<file path="config.mk">
export PLATFORM = sky130hd
export DESIGN_NAME = xbar_aw_rr_mux
export DESIGN_NICKNAME = d
export VERILOG_FILES = /design/src/rtl/xbar_pkg.sv /design/src/rtl/xbar_spill_reg.sv /design/src/rtl/xbar_aw_rr_mux.sv
export SDC_FILE = /design/constraint.sdc
export NUM_CORES = 1
export LEC_CHECK = 0
export ABC_AREA = 1
export CAP_MARGIN = 0
export CORE_MARGIN = 10
export CORE_UTILIZATION = 25
export CTS_CLUSTER_SIZE = 16
export DETAILED_ROUTE_END_ITERATION = 10
export GPL_TIMING_DRIVEN = 0
export PLACE_DENSITY = 0.81
export SKIP_LAST_GASP = 1
export SYNTH_ARGS = -nofsm -noshare
export SYNTH_HDL_FRONTEND = slang
export SYNTH_HIERARCHICAL = 1
export SYNTH_SLANG_ARGS = --single-unit
</file>
<file path="constraint.sdc">
create_clock -name clk_i -period 6.4 [get_ports clk_i]
set_input_delay 1.28 -clock clk_i [delete_from_list [all_inputs] [get_ports clk_i]]
set_output_delay 1.28 -clock clk_i [all_outputs]
set_load 0.03 [all_outputs]
</file>
<file path="src/rtl/xbar_pkg.sv">
// xbar_pkg: shared AXI widths, AW channel types and mux FSM states for the crossbar.
//   aw_chan_t     : upstream AW beat {id,addr,len,size,burst,user}
//   aw_mux_chan_t : downstream AW beat, ID widened by AXI_IDX_WIDTH (master index in the MSBs)
package xbar_pkg;
  localparam int AXI_ADDR_WIDTH = 32;
  localparam int AXI_DATA_WIDTH = 64;
  localparam int AXI_ID_WIDTH   = 6;
  localparam int AXI_USER_WIDTH = 8;
  localparam int AXI_NUM_MST    = 4;
  localparam int AXI_IDX_WIDTH  = $clog2(AXI_NUM_MST);
  typedef enum logic [1:0] {
    BURST_FIXED = 2'b00,
    BURST_INCR  = 2'b01,
    BURST_WRAP  = 2'b10
  } burst_t;
  typedef enum logic {
    ST_IDLE,
    ST_LOCKED
  } mux_state_e;
  typedef struct packed {
    logic [AXI_ID_WIDTH-1:0]   id;
    logic [AXI_ADDR_WIDTH-1:0] addr;
    logic [7:0]                len;
    logic [2:0]                size;
    burst_t                    burst;
    logic [AXI_USER_WIDTH-1:0] user;
  } aw_chan_t;
  typedef struct packed {
    logic [AXI_IDX_WIDTH+AXI_ID_WIDTH-1:0] id;
    logic [AXI_ADDR_WIDTH-1:0]             addr;
    logic [7:0]                            len;
    logic [2:0]                            size;
    burst_t                                burst;
    logic [AXI_USER_WIDTH-1:0]             user;
  } aw_mux_chan_t;
  function automatic aw_mux_chan_t widen_id(input logic [AXI_IDX_WIDTH-1:0] idx, input aw_chan_t c);
    return '{id: {idx, c.id}, addr: c.addr, len: c.len, size: c.size, burst: c.burst, user: c.user};
  endfunction
endpackage

</file>
<file path="src/rtl/xbar_spill_reg.sv">
// xbar_spill_reg: generic 2-entry valid/ready register; ready_o depends only on occupancy.
//   clk_i, rst_i (async, active-high) ; valid_i/ready_o/data_i upstream ; valid_o/ready_i/data_o downstream
module xbar_spill_reg #(
  parameter type T = logic
) (
  input  logic clk_i,
  input  logic rst_i,
  input  logic valid_i,
  output logic ready_o,
  input  T     data_i,
  output logic valid_o,
  input  logic ready_i,
  output T     data_o
);
  T           mem_q [2];
  logic       wr_q, rd_q;
  logic [1:0] cnt_q;
  logic       push, pop;
  assign ready_o = cnt_q != 2'd2;
  assign valid_o = cnt_q != 2'd0;
  assign data_o  = mem_q[rd_q];
  assign push    = valid_i && ready_o;
  assign pop     = valid_o && ready_i;
  always_ff @(posedge clk_i)
    if (push) mem_q[wr_q] <= data_i;
  always_ff @(posedge clk_i or posedge rst_i)
    if (rst_i) begin
      wr_q  <= 1'b0;
      rd_q  <= 1'b0;
      cnt_q <= 2'd0;
    end else begin
      if (push) wr_q <= ~wr_q;
      if (pop) rd_q <= ~rd_q;
      cnt_q <= cnt_q + {1'b0, push} - {1'b0, pop};
    end
endmodule

</file>
<file path="src/rtl/xbar_aw_rr_mux.sv">
// xbar_aw_rr_mux: round-robin N-to-1 AW mux with grant lock until handshake and master-index ID prefix.
//   clk_i, rst_i (async, active-high)
//   slv_aw_valid_i/slv_aw_ready_o/slv_aw_chan_i : per-master AW inputs
//   mst_aw_valid_o/mst_aw_ready_i/mst_aw_chan_o : AW towards slave, ID = {idx,id}
//   grant_idx_o : index of the master currently presented
//   Macro XBAR_AW_MUX_SPILL_EN : insert a 2-entry spill register on the master side.
module xbar_aw_rr_mux import xbar_pkg::*; #(
  parameter  int NUM_MST = 4,
  parameter  int ADDR_W  = AXI_ADDR_WIDTH,
  parameter  int ID_W    = AXI_ID_WIDTH,
  parameter  int USER_W  = AXI_USER_WIDTH,
  localparam int IDX_W   = $clog2(NUM_MST)
) (
  input  logic                     clk_i,
  input  logic                     rst_i,
  input  logic [NUM_MST-1:0]       slv_aw_valid_i,
  output logic [NUM_MST-1:0]       slv_aw_ready_o,
  input  aw_chan_t [NUM_MST-1:0]   slv_aw_chan_i,
  output logic                     mst_aw_valid_o,
  input  logic                     mst_aw_ready_i,
  output aw_mux_chan_t             mst_aw_chan_o,
  output logic [IDX_W-1:0]         grant_idx_o
);
  if (ADDR_W != AXI_ADDR_WIDTH || ID_W != AXI_ID_WIDTH || USER_W != AXI_USER_WIDTH || IDX_W != AXI_IDX_WIDTH) begin : g_bad_cfg
    $error("xbar_aw_rr_mux: parameters must match the xbar_pkg channel widths");
  end
  mux_state_e       state_q;
  logic [IDX_W-1:0] rr_q, rr_d, lock_idx_q, win, cand, grant;
  logic             found, arb_valid, arb_ready;
  aw_mux_chan_t     arb_chan;
  always_comb begin
    win   = '0;
    cand  = '0;
    found = 1'b0;
    for (int k = 0; k < NUM_MST; k++) begin
      cand = IDX_W'((int'(rr_q) + k) % NUM_MST);
      if (!found && slv_aw_valid_i[cand]) begin
        win   = cand;
        found = 1'b1;
      end
    end
  end
  // A locked grant keeps valid high even if its master misbehaves and drops valid.
  assign grant          = (state_q == ST_LOCKED) ? lock_idx_q : win;
  assign arb_valid      = !rst_i && (state_q == ST_LOCKED || |slv_aw_valid_i);
  assign arb_chan       = widen_id(grant, slv_aw_chan_i[grant]);
  assign rr_d           = (int'(grant) == NUM_MST - 1) ? '0 : grant + 1'b1;
  assign slv_aw_ready_o = (arb_valid && arb_ready) ? NUM_MST'(1) << grant : '0;
  always_ff @(posedge clk_i or posedge rst_i)
    if (rst_i) begin
      state_q    <= ST_IDLE;
      rr_q       <= '0;
      lock_idx_q <= '0;
    end else if (arb_valid && arb_ready) begin
      state_q <= ST_IDLE;
      rr_q    <= rr_d;
    end else if (arb_valid) begin
      state_q    <= ST_LOCKED;
      lock_idx_q <= grant;
    end
`ifdef XBAR_AW_MUX_SPILL_EN
  aw_mux_chan_t sp_chan;
  xbar_spill_reg #(.T(aw_mux_chan_t)) u_spill (
    .clk_i   (clk_i),
    .rst_i   (rst_i),
    .valid_i (arb_valid),
    .ready_o (arb_ready),
    .data_i  (arb_chan),
    .valid_o (mst_aw_valid_o),
    .ready_i (mst_aw_ready_i),
    .data_o  (sp_chan)
  );
  assign mst_aw_chan_o = sp_chan;
  assign grant_idx_o   = mst_aw_valid_o ? sp_chan.id[AXI_ID_WIDTH +: IDX_W] : '0;
`else
  assign arb_ready      = mst_aw_ready_i;
  assign mst_aw_valid_o = arb_valid;
  assign mst_aw_chan_o  = arb_chan;
  assign grant_idx_o    = rst_i ? '0 : grant;
`endif
  a_locked_valid_held: assert property (@(posedge clk_i) disable iff (rst_i)
    state_q == ST_LOCKED |-> slv_aw_valid_i[lock_idx_q]);
endmodule
</file>
==> impl_metrics.csv <==
group,metric,value,unit
timing,fin_max_slew_vios,0,
finish,final_layout_size_suffix_gt1_share,6.49,%
routing,remaining_drc_errors,0,
yosys,yosys.area.top_type_share,55.9,%
setup_path,cpPeakStageDelay,0.68,ns
setup_path,timing.critical_path.cells,"clkdlybuf4s50_1, inv_1, nand2_1, nand3_2, nand2_1, nor2_2, nand3_1, nand2_1, o21ai_4, inv_2, clkbuf_1, nand2_1, nand2_1, clkdlybuf4s50_1",
floorplan,dieWidth,131,µm
global_routing,grt.overflow.total,0,
floorplan,fp.dieH,131,µm
yosys,synth_sequential_area_ratio,4.05,%
clock_network,cts_hold_buffers,0,
timing,timing.final.hold_violations,0,
clock_network,ctsRootBufferMaster,"clkbuf_16",
setup_path,critPathRequiredTime,5.12,ns
timing,fin_crit_sh,83.6,%
finish,nFillCells,1252,
place,finalWeightedCongestion,0.896,
timing,postLayoutSetupSlackWorst,1.05,ns
timing,grt_setup_unrepaired,"false",
floorplan,floorplan.io_pins,311,
pwr,switching_share,59.2,%
timing,timing.setup.tns,0,ns
setup_path,crit_path_max_fanout,10,
clock_network,tritoncts.num_buffers,3,
yosys,post_synth.cell_area_avg,4.49,µm²
place,dpl.hpwl,16400,µm
timing,achievable-frequency,187,MHz
status,outcome,"complete, no violations",
pwr,comb_power_share,94.4,%
routing,routed_via_density,4.52,
yosys,synthesis.area,3090,µm²
floorplan,core_area,12100,µm²
yosys,flip_flop_and_latch_count_after_synthesis,5,
setup_path,rrSetupSlack,4.37,ns
floorplan,initial_core_utilization,25.6,%
setup_path,critical_path_class,"primary input to output pin",
routing,drt_first_iter_violations,250,
floorplan,core.rowCount,40,
finish,synth_to_final_area_change,110,%
clock_network,cts_buffer_depth,2,
pwr,worst_ir_drop_vdd,0.000253,V
timing,slew-limit-headroom,48.1,%
timing,holdWs,0.478,ns
yosys,yosys-top-cells-area,"nand2_1 56%, nand3_1 19%, buf_6 4.7%, nand3_2 4.2%, dfrtp_1 4.1%",
pwr,power_density,435,nW/µm²
finish,mostFrequentLayoutCell,"nand2_1",
timing,timing.final.crit_period,5.35,ns
place,place.port_buffers,310,
yosys,synth_largest_area_cell,"nand2_1",
pwr,p_clk_share,3.6,%
yosys,syn-num-nets,931,
setup_path,worst_setup_path_end_kind,"output pin",
yosys,ys_warn_count,6,
routing,finalWirelength,19200,µm
setup_path,cp_data_arrival_time,4.07,ns
finish,most-common-layout-cells,"460 x nand2_1, 310 x clkdlybuf4s50_1, 116 x nand3_1",
clock_network,tritoncts_clock_tree,"yes",
pwr,static-leakage-power,3.33,nW
finish,final_instance_area,6480,µm²
routing,final_antenna_net_count,0,
setup_path,crit_buf_inv,5,
clock_network,clk_latency,0.23,ns
routing,drt_first_pass_iters,5,
timing,setup-violations-final,0,
global_routing,grt_pass1_vias,5304,
global_routing,first_pass_grt_wire_length,29100,µm
yosys,distinct_cell_type_count_after_synthesis,22,
pwr,total_power,2.82,mW
timing,clock_tree_skew_after_final_layout,0.00159,ns
global_routing,grt_antenna_before_repair,0,
clock_network,worst_setup_hold_path_clk_slew,0.03,ns
setup_path,crit_top_cell,"nand2_1",
pwr,internal-power,1.15,mW
routing,vias,5294,
routing,post_detailed_route_wirelength_per_cell,16.4,µm
finish,fin_nets,1246,
clock_network,clkSinkCount,5,
yosys,synthCells,688,
pwr,p_sw,1.67,mW
place,place_ws,1.01,ns
clock_network,buffer_count_from_post_cts_setup_fixing,0,
finish,antenna_cells,0,
clock_network,cts.repair.resized,0,
run,cap_violations,0,
place,dpl_cell_area,6400,µm²
timing,tightestPinTransition,0.778,ns
setup_path,cp_startpoint_kind,"primary input",
pwr,power.share.sequential,1.9,%
floorplan,design.die.area,17200,µm²
min_path,hp-class,"register to register",
global_routing,globalRouteTotalUtil,20.7,%
setup_path,worst_path_dominant_cell_family,"buffers and inverters",
clock_network,cts_htree_levels,1,
global_routing,grt_max_degree,11,
setup_path,cp_slowest_cell,"clkdlybuf4s50_1",
through the flow:
step / std cells / utilization [%]
2_1_floorplan: 688 / -
3_3_place_gp: 1166 / 53.1
3_5_place_dp: 1166 / 53.1
4_1_cts: 1170 / 53.7
5_1_grt: 1170 / 53.7
6_report: 1170 / 53.7
worst paths after layout:
path / start / to / cells after the start
max: slv_aw_valid_i[0] / mst_aw_chan_o[34] / 14
max reg2reg: rr_q[0] / rr_q[1] / 13
min in group asynchronous: rst_i / rr_q[0] / 2
min reg2reg: lock_idx_q[1] / lock_idx_q[1] / 2
min: lock_idx_q[1] / lock_idx_q[1] / 2
max in group asynchronous: rst_i / lock_idx_q[1] / 2
worst reg2reg max path, cell delays in order (launching register included):
cell,delay (ns)
dfrtp_1,0.39
inv_2,0.16
nand2_1,0.12
nand3_1,0.10
nand2_1,0.10
nor2_2,0.16
nand2_1,0.07
nand2_1,0.07
nand3_2,0.08
nand2_2,0.15
buf_6,0.21
buf_6,0.17
nand3_2,0.09
nand3_1,0.11
routing by layer:
metal / vias to the layer above / global-route usage, % / part of all wire, %
met3: 10 / 6.97 / 10
met1: 2268 / 23.0 / 40
met2: 249 / 37.6 / 49
li1: 2767 / - / -
met4: 0 / 3.06 / 0.89
met5: - / 0 / 0
sequential cells by signal, indices dropped and copies added (netlist names):
| name | flops |
|---|---|
| state_q | 1 |
| rr_q | 2 |
| lock_idx_q | 2 |
cells in the mapped netlist:
library cell	count
nor2_1	8
nor3_1	1
o21ai_4	1
o21ai_1	1
a21oi_1	2
or2_2	1
inv_1	14
buf_2	22
buf_6	13
clkbuf_1	8
o21ai_0	2
nand3_1	116
buf_1	8
nor3_2	1
nand2_2	4
nor2_2	1
a31oi_1	1
buf_4	1
nand2_1	460
inv_2	5
dfrtp_1	5
nand3_2	13
area by class of cell:
cell class	instances	area [µm²]	share of cell area (%)
repair buffers	310	3100	47.9
multi-input cells	612	2570	39.6
plain buffers	52	324	5.00
well taps	168	210	3.24
flip-flops and latches	5	125	1.93
clock buffers	4	78.8	1.22
inverters	19	71.3	1.10
cell families (layout without fill, tap and decap cells):
kind of cell | count (synthesis) | after routing | share of synthesized area [%]
AND/OR/NAND/NOR | 605 | 605 | 81.6
buffers and inverters | 71 | 385 | 12.8
AO/OA/AOI/OAI | 7 | 7 | 1.54
flip-flops | 5 | 5 | 4.05
power by group through the flow:
stage          clock network [mW]  logic, mW  registers (mW)
2_1_floorplan                   0       1.64          0.0509
3_3_place_gp                    0       2.68          0.0537
3_5_place_dp                    0       2.68          0.0541
4_1_cts                     0.104       2.69          0.0538
5_1_grt                     0.107       2.90          0.0561
6_report                    0.102       2.66          0.0542
Note: power is estimated with default switching activity, not from simulation.
